--- src/rtl/ordenador_bolha_16bit.sv ---
// Bubble-sort engine: buffers N unsigned 16-bit words, sorts them ascending with one
// compare per cycle through an external <= comparator, then streams the result out.
module ordenador_bolha_16bit #(
  parameter int N = 8
) (
  input  logic        clk,
  input  logic        rst,
  input  logic        in_valid,
  output logic        in_ready,
  input  logic [15:0] in_data,
  output logic [15:0] cmp_a,
  output logic [15:0] cmp_b,
  input  logic        cmp_le,
  output logic        out_valid,
  input  logic        out_ready,
  output logic [15:0] out_data,
  output logic        out_last,
  output logic        busy,
  output logic [7:0]  swap_count
);

  localparam int DATA_W = 16;
  localparam int IW     = $clog2(N);
  localparam logic [IW-1:0] LAST_IDX  = IW'(N - 1);
  localparam logic [IW-1:0] LAST_PASS = IW'(N - 2);

  typedef enum logic [1:0] {
    LOADING,
    SORTING,
    EMITTING
  } state_t;

  state_t            state, state_nxt;
  logic [DATA_W-1:0] mem [N];
  logic [IW-1:0]     wr_idx, rd_idx, idx, pass;
  logic [IW-1:0]     idx_nx;
  logic              swapped;
  logic              accept_in, accept_out, do_swap, pass_end, sort_done;

  assign idx_nx     = idx + IW'(1);
  assign accept_in  = in_valid & in_ready;
  assign accept_out = out_valid & out_ready;
  assign do_swap    = (state == SORTING) & ~cmp_le;
  // Each pass shortens by one: the largest remaining word has bubbled to the top.
  assign pass_end   = (idx == LAST_PASS - pass);
  assign sort_done  = pass_end & (~(swapped | do_swap) | (pass == LAST_PASS));

  always_ff @(posedge clk or posedge rst) begin
    if (rst) state <= LOADING;
    else     state <= state_nxt;
  end

  always_comb begin
    state_nxt = state;
    unique case (state)
      LOADING:  if (accept_in && wr_idx == LAST_IDX) state_nxt = SORTING;
      SORTING:  if (sort_done) state_nxt = EMITTING;
      EMITTING: if (accept_out && rd_idx == LAST_IDX) state_nxt = LOADING;
      default:  state_nxt = LOADING;
    endcase
  end

  // rst also gates in_ready so nothing is accepted while reset is held.
  always_comb begin
    in_ready  = (state == LOADING) & ~rst;
    busy      = (state != LOADING);
    cmp_a     = '0;
    cmp_b     = '0;
    out_valid = 1'b0;
    out_data  = '0;
    out_last  = 1'b0;
    if (state == SORTING) begin
      cmp_a = mem[idx];
      cmp_b = mem[idx_nx];
    end
    if (state == EMITTING) begin
      out_valid = 1'b1;
      out_data  = mem[rd_idx];
      out_last  = (rd_idx == LAST_IDX);
    end
  end

  always_ff @(posedge clk or posedge rst) begin
    if (rst) begin
      wr_idx     <= '0;
      rd_idx     <= '0;
      idx        <= '0;
      pass       <= '0;
      swapped    <= 1'b0;
      swap_count <= '0;
    end else begin
      case (state)
        LOADING: if (accept_in) begin
          if (wr_idx == '0) swap_count <= '0;
          if (wr_idx == LAST_IDX) begin
            wr_idx  <= '0;
            idx     <= '0;
            pass    <= '0;
            swapped <= 1'b0;
          end else begin
            wr_idx <= wr_idx + IW'(1);
          end
        end
        SORTING: begin
          if (do_swap) swap_count <= swap_count + 8'd1;
          if (pass_end) begin
            idx     <= '0;
            swapped <= 1'b0;
            if (!sort_done) pass <= pass + IW'(1);
          end else begin
            idx     <= idx_nx;
            swapped <= swapped | do_swap;
          end
        end
        EMITTING: if (accept_out) begin
          rd_idx <= (rd_idx == LAST_IDX) ? '0 : rd_idx + IW'(1);
        end
        default: ;
      endcase
    end
  end

  // Word buffer carries no reset; it is always fully rewritten before use.
  always_ff @(posedge clk) begin
    if (accept_in) mem[wr_idx] <= in_data;
    if (do_swap) begin
      mem[idx]    <= mem[idx_nx];
      mem[idx_nx] <= mem[idx];
    end
  end

endmodule
--- config.mk ---
export PLATFORM = sky130hd
export DESIGN_NAME = ordenador_bolha_16bit
export DESIGN_NICKNAME = d
export VERILOG_FILES = /design/src/rtl/ordenador_bolha_16bit.sv
export SDC_FILE = /design/constraint.sdc
export NUM_CORES = 1
export LEC_CHECK = 0
export ABC_CLOCK_PERIOD_IN_PS = 5600
export CAP_MARGIN = 0
export CORE_ASPECT_RATIO = 1.25
export CORE_UTILIZATION = 30
export CTS_CLUSTER_SIZE = 8
export DETAILED_ROUTE_END_ITERATION = 8
export SETUP_SLACK_MARGIN = 0.3
export SLEW_MARGIN = 15
export SYNTH_ARGS = -nofsm -noshare
export SYNTH_HDL_FRONTEND = slang
export SYNTH_SLANG_ARGS = --single-unit
--- constraint.sdc ---
create_clock -name clk -period 5.6 [get_ports clk]
set_input_delay 1.12 -clock clk [delete_from_list [all_inputs] [get_ports clk]]
set_output_delay 1.12 -clock clk [all_outputs]
set_load 0.02 [all_outputs]
==> impl_metrics.prom, run 1 <==
# TYPE chip_impl_metric gauge
chip_impl_metric{name="worst-endpoint-required",unit="ns"} 4.48
chip_impl_metric{name="finalSetupViolCount",unit=""} 0
chip_impl_metric{name="dp_hpwl",unit="um"} 24200
chip_impl_metric{name="route.final.wire_length",unit="um"} 36500
chip_impl_metric{name="multi_input_area",unit="sq mm"} 0.00586
chip_impl_info{name="setup.worst_path.start_class",value="flop"} 1
chip_impl_info{name="kind_of_critical_path",value="reg -> out"} 1
chip_impl_metric{name="antennaDiodeCount",unit=""} 0
chip_impl_metric{name="clock_insertion_delay_worst_skew",unit="ns"} 0.44
chip_impl_metric{name="route.detailed.wl_per_inst",unit="um"} 24.9
chip_impl_metric{name="cap_violations",unit=""} 0
chip_impl_metric{name="die_height",unit="um"} 213
chip_impl_metric{name="floorplan.initialDensity",unit=""} 0.307
chip_impl_metric{name="drt_first_iter_violations",unit=""} 786
chip_impl_metric{name="holdPathStages",unit=""} 1
chip_impl_info{name="yosys.cell_count.top_type",value="nand2_1"} 1
chip_impl_info{name="synth.cells.most_frequent",value="nand2_1 (164), edfxtp_1 (128), o211ai_1 (128), mux2i_1 (71), mux4_2 (64)"} 1
chip_impl_metric{name="cts.sink_count",unit=""} 151
chip_impl_info{name="outcome",value="finished clean"} 1
chip_impl_metric{name="post_route_cells_drive_above_1_share",unit=""} 0.205
chip_impl_metric{name="grt_first_pass_wirelength",unit="um"} 54600
chip_impl_metric{name="biggest_fanout_along_the_worst_timing_path",unit=""} 52
chip_impl_metric{name="yosys_warnings",unit=""} 0
chip_impl_metric{name="grt_start_max_net_pins",unit=""} 53
chip_impl_metric{name="worst_skew",unit="ns"} 0.00734
chip_impl_info{name="cts_tree",value="yes"} 1
chip_impl_metric{name="design.portCount",unit=""} 81
chip_impl_info{name="synth.area.top_cells",value="edfxtp_1 (36%), mux4_2 (14%), o211ai_1 (9.0%)"} 1
chip_impl_metric{name="postSynthRegisterBits",unit=""} 151
chip_impl_metric{name="ant_nets",unit=""} 0
chip_impl_metric{name="fmax",unit="GHz"} 0.201
chip_impl_metric{name="netlist-cell-type-count",unit=""} 51
chip_impl_metric{name="rr_worst_depth",unit=""} 7
chip_impl_metric{name="leftover_overflow_at_the_end_of_global_routing",unit=""} 0
chip_impl_metric{name="drt_drc_violations_left",unit=""} 0
chip_impl_metric{name="standard_cell_rows",unit=""} 76
chip_impl_metric{name="antenna_found_initial",unit=""} 0
chip_impl_metric{name="dr.pass1.iters",unit=""} 5
chip_impl_info{name="grt_setup_unrepaired",value="no"} 1
chip_impl_metric{name="number_of_enable_type_register_cells_in_the_synthesized_netlist",unit=""} 128
chip_impl_metric{name="layout.nets",unit=""} 1017
chip_impl_metric{name="globalRouteTotalUtil",unit=""} 0.208
chip_impl_metric{name="die_area",unit="sq mm"} 0.0362
chip_impl_metric{name="synth_top_cell_area_share",unit=""} 0.361
chip_impl_info{name="dominantRegCellSynth",value="edfxtp_1"} 1
chip_impl_metric{name="post-cts-setup-buffers",unit=""} 0
chip_impl_metric{name="gp_routability_congestion",unit=""} 0.860
chip_impl_metric{name="cts_made_buffers",unit=""} 17
chip_impl_metric{name="placeableCoreArea",unit="sq mm"} 0.0347
chip_impl_metric{name="report.final.slew_viol_count",unit=""} 0
chip_impl_metric{name="fp.dieW",unit="um"} 170
chip_impl_metric{name="ff_latch_area",unit="sq mm"} 0.00443
chip_impl_metric{name="fin_tns_setup",unit="ns"} 0
chip_impl_metric{name="clock_tree.buffer_depth",unit=""} 2
chip_impl_metric{name="syn-cell-area",unit="sq mm"} 0.0106
chip_impl_metric{name="hold_buffers",unit=""} 0
chip_impl_metric{name="cts_resized",unit=""} 0
chip_impl_metric{name="htree_levels",unit=""} 4
chip_impl_info{name="post-synth-top-area-cell",value="edfxtp_1"} 1
chip_impl_metric{name="worstMarginPinSlew",unit="ns"} 1.20
chip_impl_metric{name="async_flop_share",unit=""} 0.152
chip_impl_metric{name="slew_headroom",unit=""} 0.200
chip_impl_metric{name="synth_fp_nets",unit=""} 956
chip_impl_metric{name="area_delta_synth_final",unit="%"} 18.0
chip_impl_metric{name="n_fill_cell",unit=""} 3387
chip_impl_metric{name="path_clk_slew",unit="ns"} 0.06
chip_impl_metric{name="worst_ep_arrival_time",unit="ns"} 3.86
chip_impl_metric{name="netlist_instances",unit=""} 926
chip_impl_metric{name="post_drt_via_cell_ratio",unit=""} 5.88
chip_impl_metric{name="hold_violations",unit=""} 0
chip_impl_metric{name="avgSynthCellArea",unit="sq um"} 11.5
chip_impl_metric{name="synth.yosys.seq_area_share",unit=""} 0.415
chip_impl_metric{name="final.min_clock_period",unit="ns"} 4.98
chip_impl_info{name="cts-root-buf",value="clkbuf_16"} 1
chip_impl_metric{name="final.period_utilization",unit=""} 0.889
chip_impl_metric{name="via_count",unit=""} 8625
chip_impl_info{name="worstSetupEndpointType",value="output pin"} 1
chip_impl_metric{name="via_count_of_the_first_global_routing_pass",unit=""} 8910
chip_impl_info{name="hold_class",value="reg -> reg"} 1
chip_impl_metric{name="portBuffers",unit=""} 80
cell families (layout without fill, tap and decap cells):
kind of cell / count (synthesis) / after routing / synth area share
flip-flops: 151 / 151 / 0.415
buffers and inverters: 89 / 163 / 0.0395
multiplexers: 166 / 166 / 0.235
adder cells (fa/ha/maj): 9 / 9 / 0.0106
AO/OA/AOI/OAI: 188 / 188 / 0.150
XOR/XNOR: 5 / 5 / 0.00623
AND/OR/NAND/NOR: 318 / 318 / 0.143
worst max-delay path, stage by stage (launching register included):
cell	delay (ns)
dfrtp_4	0.41
buf_4	0.44
buf_4	0.75
mux2_2	0.44
a2111oi_4	0.59
nor2_1	0.16
clkdlybuf4s50_1	0.57
registers in the layout (all words and copies together), names as in the netlist:
name	cells
state	2
rd_idx	3
mem	128
idx	3
swapped	1
pass	3
wr_idx	3
swap_count	8
cells in the final DEF (no fill, tap or decap), types with 8 or more instances in the layout:
cell / synthesis / routed
mux4_2: 64 / 64
o211ai_1: 128 / 128
o21ai_0: 20 / 16
edfxtp_1: 128 / 128
nand2_1: 164 / 164
mux2i_1: 71 / 71
nor3_1: 55 / 54
nor2_1: 40 / 40
buf_4: 5 / 40
ha_1: 9 / 9
a2111oi_4: 12 / 12
clkdlybuf4s50_1: 0 / 80
o31ai_1: 8 / 8
mux2_2: 31 / 31
dfrtp_1: 23 / 19
clkbuf_16: 0 / 18
and2_1: 20 / 20
inv_1: 11 / 11
through the flow:
stage               worst slack [ns]  utilization  std cells  hold WS [ns]  cell area, sq um
finish                         0.622        0.362       1468         0.506             12600
global route                   0.482        0.362       1468         0.554             12600
CTS                            0.609        0.362       1468         0.510             12600
detailed placement              1.07        0.346       1436         0.498             12000
global placement                1.03        0.346       1436         0.484             12000
floorplan                       1.91            -        926         0.490             10600
routing by layer:
layer  vias to the layer above  wire, um  track usage
met5                         -         0            0
met4                         0      2220        0.135
met3                       159      2330       0.0385
met2                       436     18500        0.361
met1                      4282     13500        0.234
li1                       3748         -            -
path summary, 6_finish.rpt:
check	from	end	slack (ns)
max in group asynchronous	rst	idx[0]	3.44
worst max-delay path	idx[0]	cmp_b[11]	0.62
min in group asynchronous	rst	swap_count[3]	1.40
worst min-delay path	swap_count[7]	swap_count[7]	0.51
worst max register to register	idx[0]	mem[0][4]	1.58
worst min register to register	swap_count[7]	swap_count[7]	0.51
layout make-up:
class,instances,share of cell area
flip-flops and latches,151,0.353
multi-input cells,686,0.467
inverters,11,0.00329
repair buffers,120,0.0877
clock buffers,21,0.0376
well taps,468,0.0466
clock inverters,11,0.00578
Power of run 1 is left out: the tool's default activity adds up to more than one toggle a clock period on the data nets, which glitch-free logic cannot reach.
==> run 2, diff against run 1 <==
- SLEW_MARGIN: 15 -> 20
==> impl_metrics.prom, run 2 (synthesized netlist as in run 1, its figures left out) <==
# TYPE chip_impl_metric gauge
chip_impl_info{name="outcome",value="finished clean"} 1
chip_impl_metric{name="floorplan.initialDensity",unit=""} 0.307
chip_impl_metric{name="biggest_fanout_along_the_worst_timing_path",unit=""} 52
chip_impl_metric{name="worstMarginPinSlew",unit="ns"} 1.13
chip_impl_metric{name="grt_first_pass_wirelength",unit="um"} 54600
chip_impl_metric{name="die_area",unit="sq mm"} 0.0362
chip_impl_metric{name="design.portCount",unit=""} 81
chip_impl_metric{name="cts_made_buffers",unit=""} 17
chip_impl_info{name="critical_path.most_common_cell",value="buf_4"} 1
chip_impl_metric{name="standard_cell_rows",unit=""} 76
chip_impl_info{name="setup.worst_path.start_class",value="flop"} 1
chip_impl_info{name="registers.top_by_ff_count",value="mem"} 1
chip_impl_metric{name="antenna_found_initial",unit=""} 0
chip_impl_metric{name="post_drt_via_cell_ratio",unit=""} 5.87
chip_impl_info{name="mostFrequentLayoutCells",value="nand2_1 (164), o211ai_1 (128), edfxtp_1 (128), clkdlybuf4s50_1 (80), mux2i_1 (71)"} 1
chip_impl_info{name="mostFrequentLayoutCell",value="nand2_1"} 1
chip_impl_metric{name="final.period_utilization",unit=""} 0.888
chip_impl_info{name="critPathSlowestCell",value="buf_4"} 1
chip_impl_metric{name="cpPeakStageDelay",unit="ns"} 0.75
chip_impl_metric{name="fp.dieW",unit="um"} 170
chip_impl_metric{name="clock_insertion_delay_worst_skew",unit="ns"} 0.44
chip_impl_metric{name="fmax",unit="GHz"} 0.201
chip_impl_metric{name="final.min_clock_period",unit="ns"} 4.98
chip_impl_metric{name="timing.critical_path.buf_inv",unit=""} 3
chip_impl_metric{name="cap_violations",unit=""} 0
chip_impl_metric{name="gp_routability_congestion",unit=""} 0.860
chip_impl_metric{name="layout.nets",unit=""} 1017
chip_impl_metric{name="route.final.wire_length",unit="um"} 36500
chip_impl_metric{name="post-cts-setup-buffers",unit=""} 0
chip_impl_metric{name="hold_buffers",unit=""} 0
chip_impl_info{name="worstSetupEndpointType",value="output pin"} 1
chip_impl_info{name="critical-path-top-delay-family",value="buffers and inverters"} 1
chip_impl_info{name="kind_of_critical_path",value="reg -> out"} 1
chip_impl_metric{name="worst_ep_arrival_time",unit="ns"} 3.86
chip_impl_metric{name="placeableCoreArea",unit="sq mm"} 0.0347
chip_impl_metric{name="report.final.slew_viol_count",unit=""} 0
chip_impl_metric{name="largest_register_ff_count",unit=""} 128
chip_impl_metric{name="path_clk_slew",unit="ns"} 0.06
chip_impl_metric{name="fin_tns_setup",unit="ns"} 0
chip_impl_metric{name="post_route_cells_drive_above_1_share",unit=""} 0.206
chip_impl_metric{name="cts_resized",unit=""} 0
chip_impl_metric{name="globalRouteTotalUtil",unit=""} 0.208
chip_impl_info{name="grt_setup_unrepaired",value="no"} 1
chip_impl_metric{name="route.detailed.wl_per_inst",unit="um"} 24.9
chip_impl_info{name="cts_tree",value="yes"} 1
chip_impl_metric{name="worst-endpoint-required",unit="ns"} 4.48
chip_impl_metric{name="via_count_of_the_first_global_routing_pass",unit=""} 8910
chip_impl_metric{name="dr.pass1.iters",unit=""} 5
chip_impl_info{name="cts-root-buf",value="clkbuf_16"} 1
chip_impl_metric{name="ant_nets",unit=""} 0
chip_impl_metric{name="dp.cells",unit=""} 1436
chip_impl_metric{name="area_delta_synth_final",unit="%"} 18.0
chip_impl_metric{name="slew_headroom",unit=""} 0.245
chip_impl_metric{name="clock_tree.buffer_depth",unit=""} 2
chip_impl_info{name="hold_class",value="reg -> reg"} 1
chip_impl_metric{name="cts.sink_count",unit=""} 151
chip_impl_metric{name="hold_violations",unit=""} 0
chip_impl_info{name="worstPathCellList",value="buf_4 -> buf_4 -> mux2_2 -> a2111oi_4 -> nor2_1 -> clkdlybuf4s50_1"} 1
chip_impl_metric{name="via_count",unit=""} 8619
chip_impl_metric{name="htree_levels",unit=""} 4
chip_impl_metric{name="final-instance-count-excl-fill",unit=""} 1468
chip_impl_metric{name="dp_hpwl",unit="um"} 24200
chip_impl_metric{name="grt_start_max_net_pins",unit=""} 53
chip_impl_metric{name="leftover_overflow_at_the_end_of_global_routing",unit=""} 0
chip_impl_info{name="layout_top_registers",value="mem (128), swap_count (8)"} 1
chip_impl_metric{name="finalSetupViolCount",unit=""} 0
chip_impl_metric{name="die_height",unit="um"} 213
chip_impl_metric{name="antennaDiodeCount",unit=""} 0
chip_impl_metric{name="worst_skew",unit="ns"} 0.00739
chip_impl_metric{name="drt_first_iter_violations",unit=""} 785
chip_impl_metric{name="drt_drc_violations_left",unit=""} 0
chip_impl_metric{name="portBuffers",unit=""} 80
-- run 2: path summary, 6_finish.rpt --
kind	from	to	slack, ns	cells past startpoint
hold / removal	swap_count[7]	swap_count[7]	0.50	1
min in group asynchronous	rst	swap_count[3]	1.25	2
setup reg to reg	idx[0]	mem[0][4]	1.57	7
setup / recovery	idx[0]	cmp_b[11]	0.62	6
hold reg to reg	swap_count[7]	swap_count[7]	0.50	1
max in group asynchronous	rst	idx[0]	3.81	2
-- run 2: worst reg2reg max path, delay by kind of cell, from the launching register on --
kind / cells / cell delay, ns
AO/OA/AOI/OAI: 1 / 0.15
buffers and inverters: 3 / 1.61
flip-flops: 1 / 0.41
AND/OR/NAND/NOR: 3 / 1.60
-- run 2: final cells by class --
type / instances / area (sq um)
fillers: 3386 / 22200
multi-input cells: 686 / 5860
flip-flops and latches: 151 / 4430
repair buffers: 120 / 1100
well taps: 468 / 586
clock buffers: 21 / 472
clock inverters: 11 / 72.6
inverters: 11 / 41.3
-- run 2: per-stage QoR --
stage	utilization	instance area [sq um]	setup slack [ns]	hold WS, ns
final	0.362	12600	0.625	0.504
after detailed placement	0.346	12000	1.07	0.498
after global routing	0.362	12600	0.482	0.554
after global placement	0.346	12000	1.03	0.484
after floorplan	-	10600	1.91	0.490
after CTS	0.362	12600	0.609	0.510
-- run 2: per-layer routing --
metal | GRT usage | part of all wire | vias to the layer above
li1 | - | - | 3747
met1 | 0.234 | 0.37 | 4281
met2 | 0.361 | 0.50 | 434
met3 | 0.0385 | 0.063 | 157
met4 | 0.135 | 0.061 | 0
met5 | 0 | 0 | -
Power of run 2 is left out for the same reason.
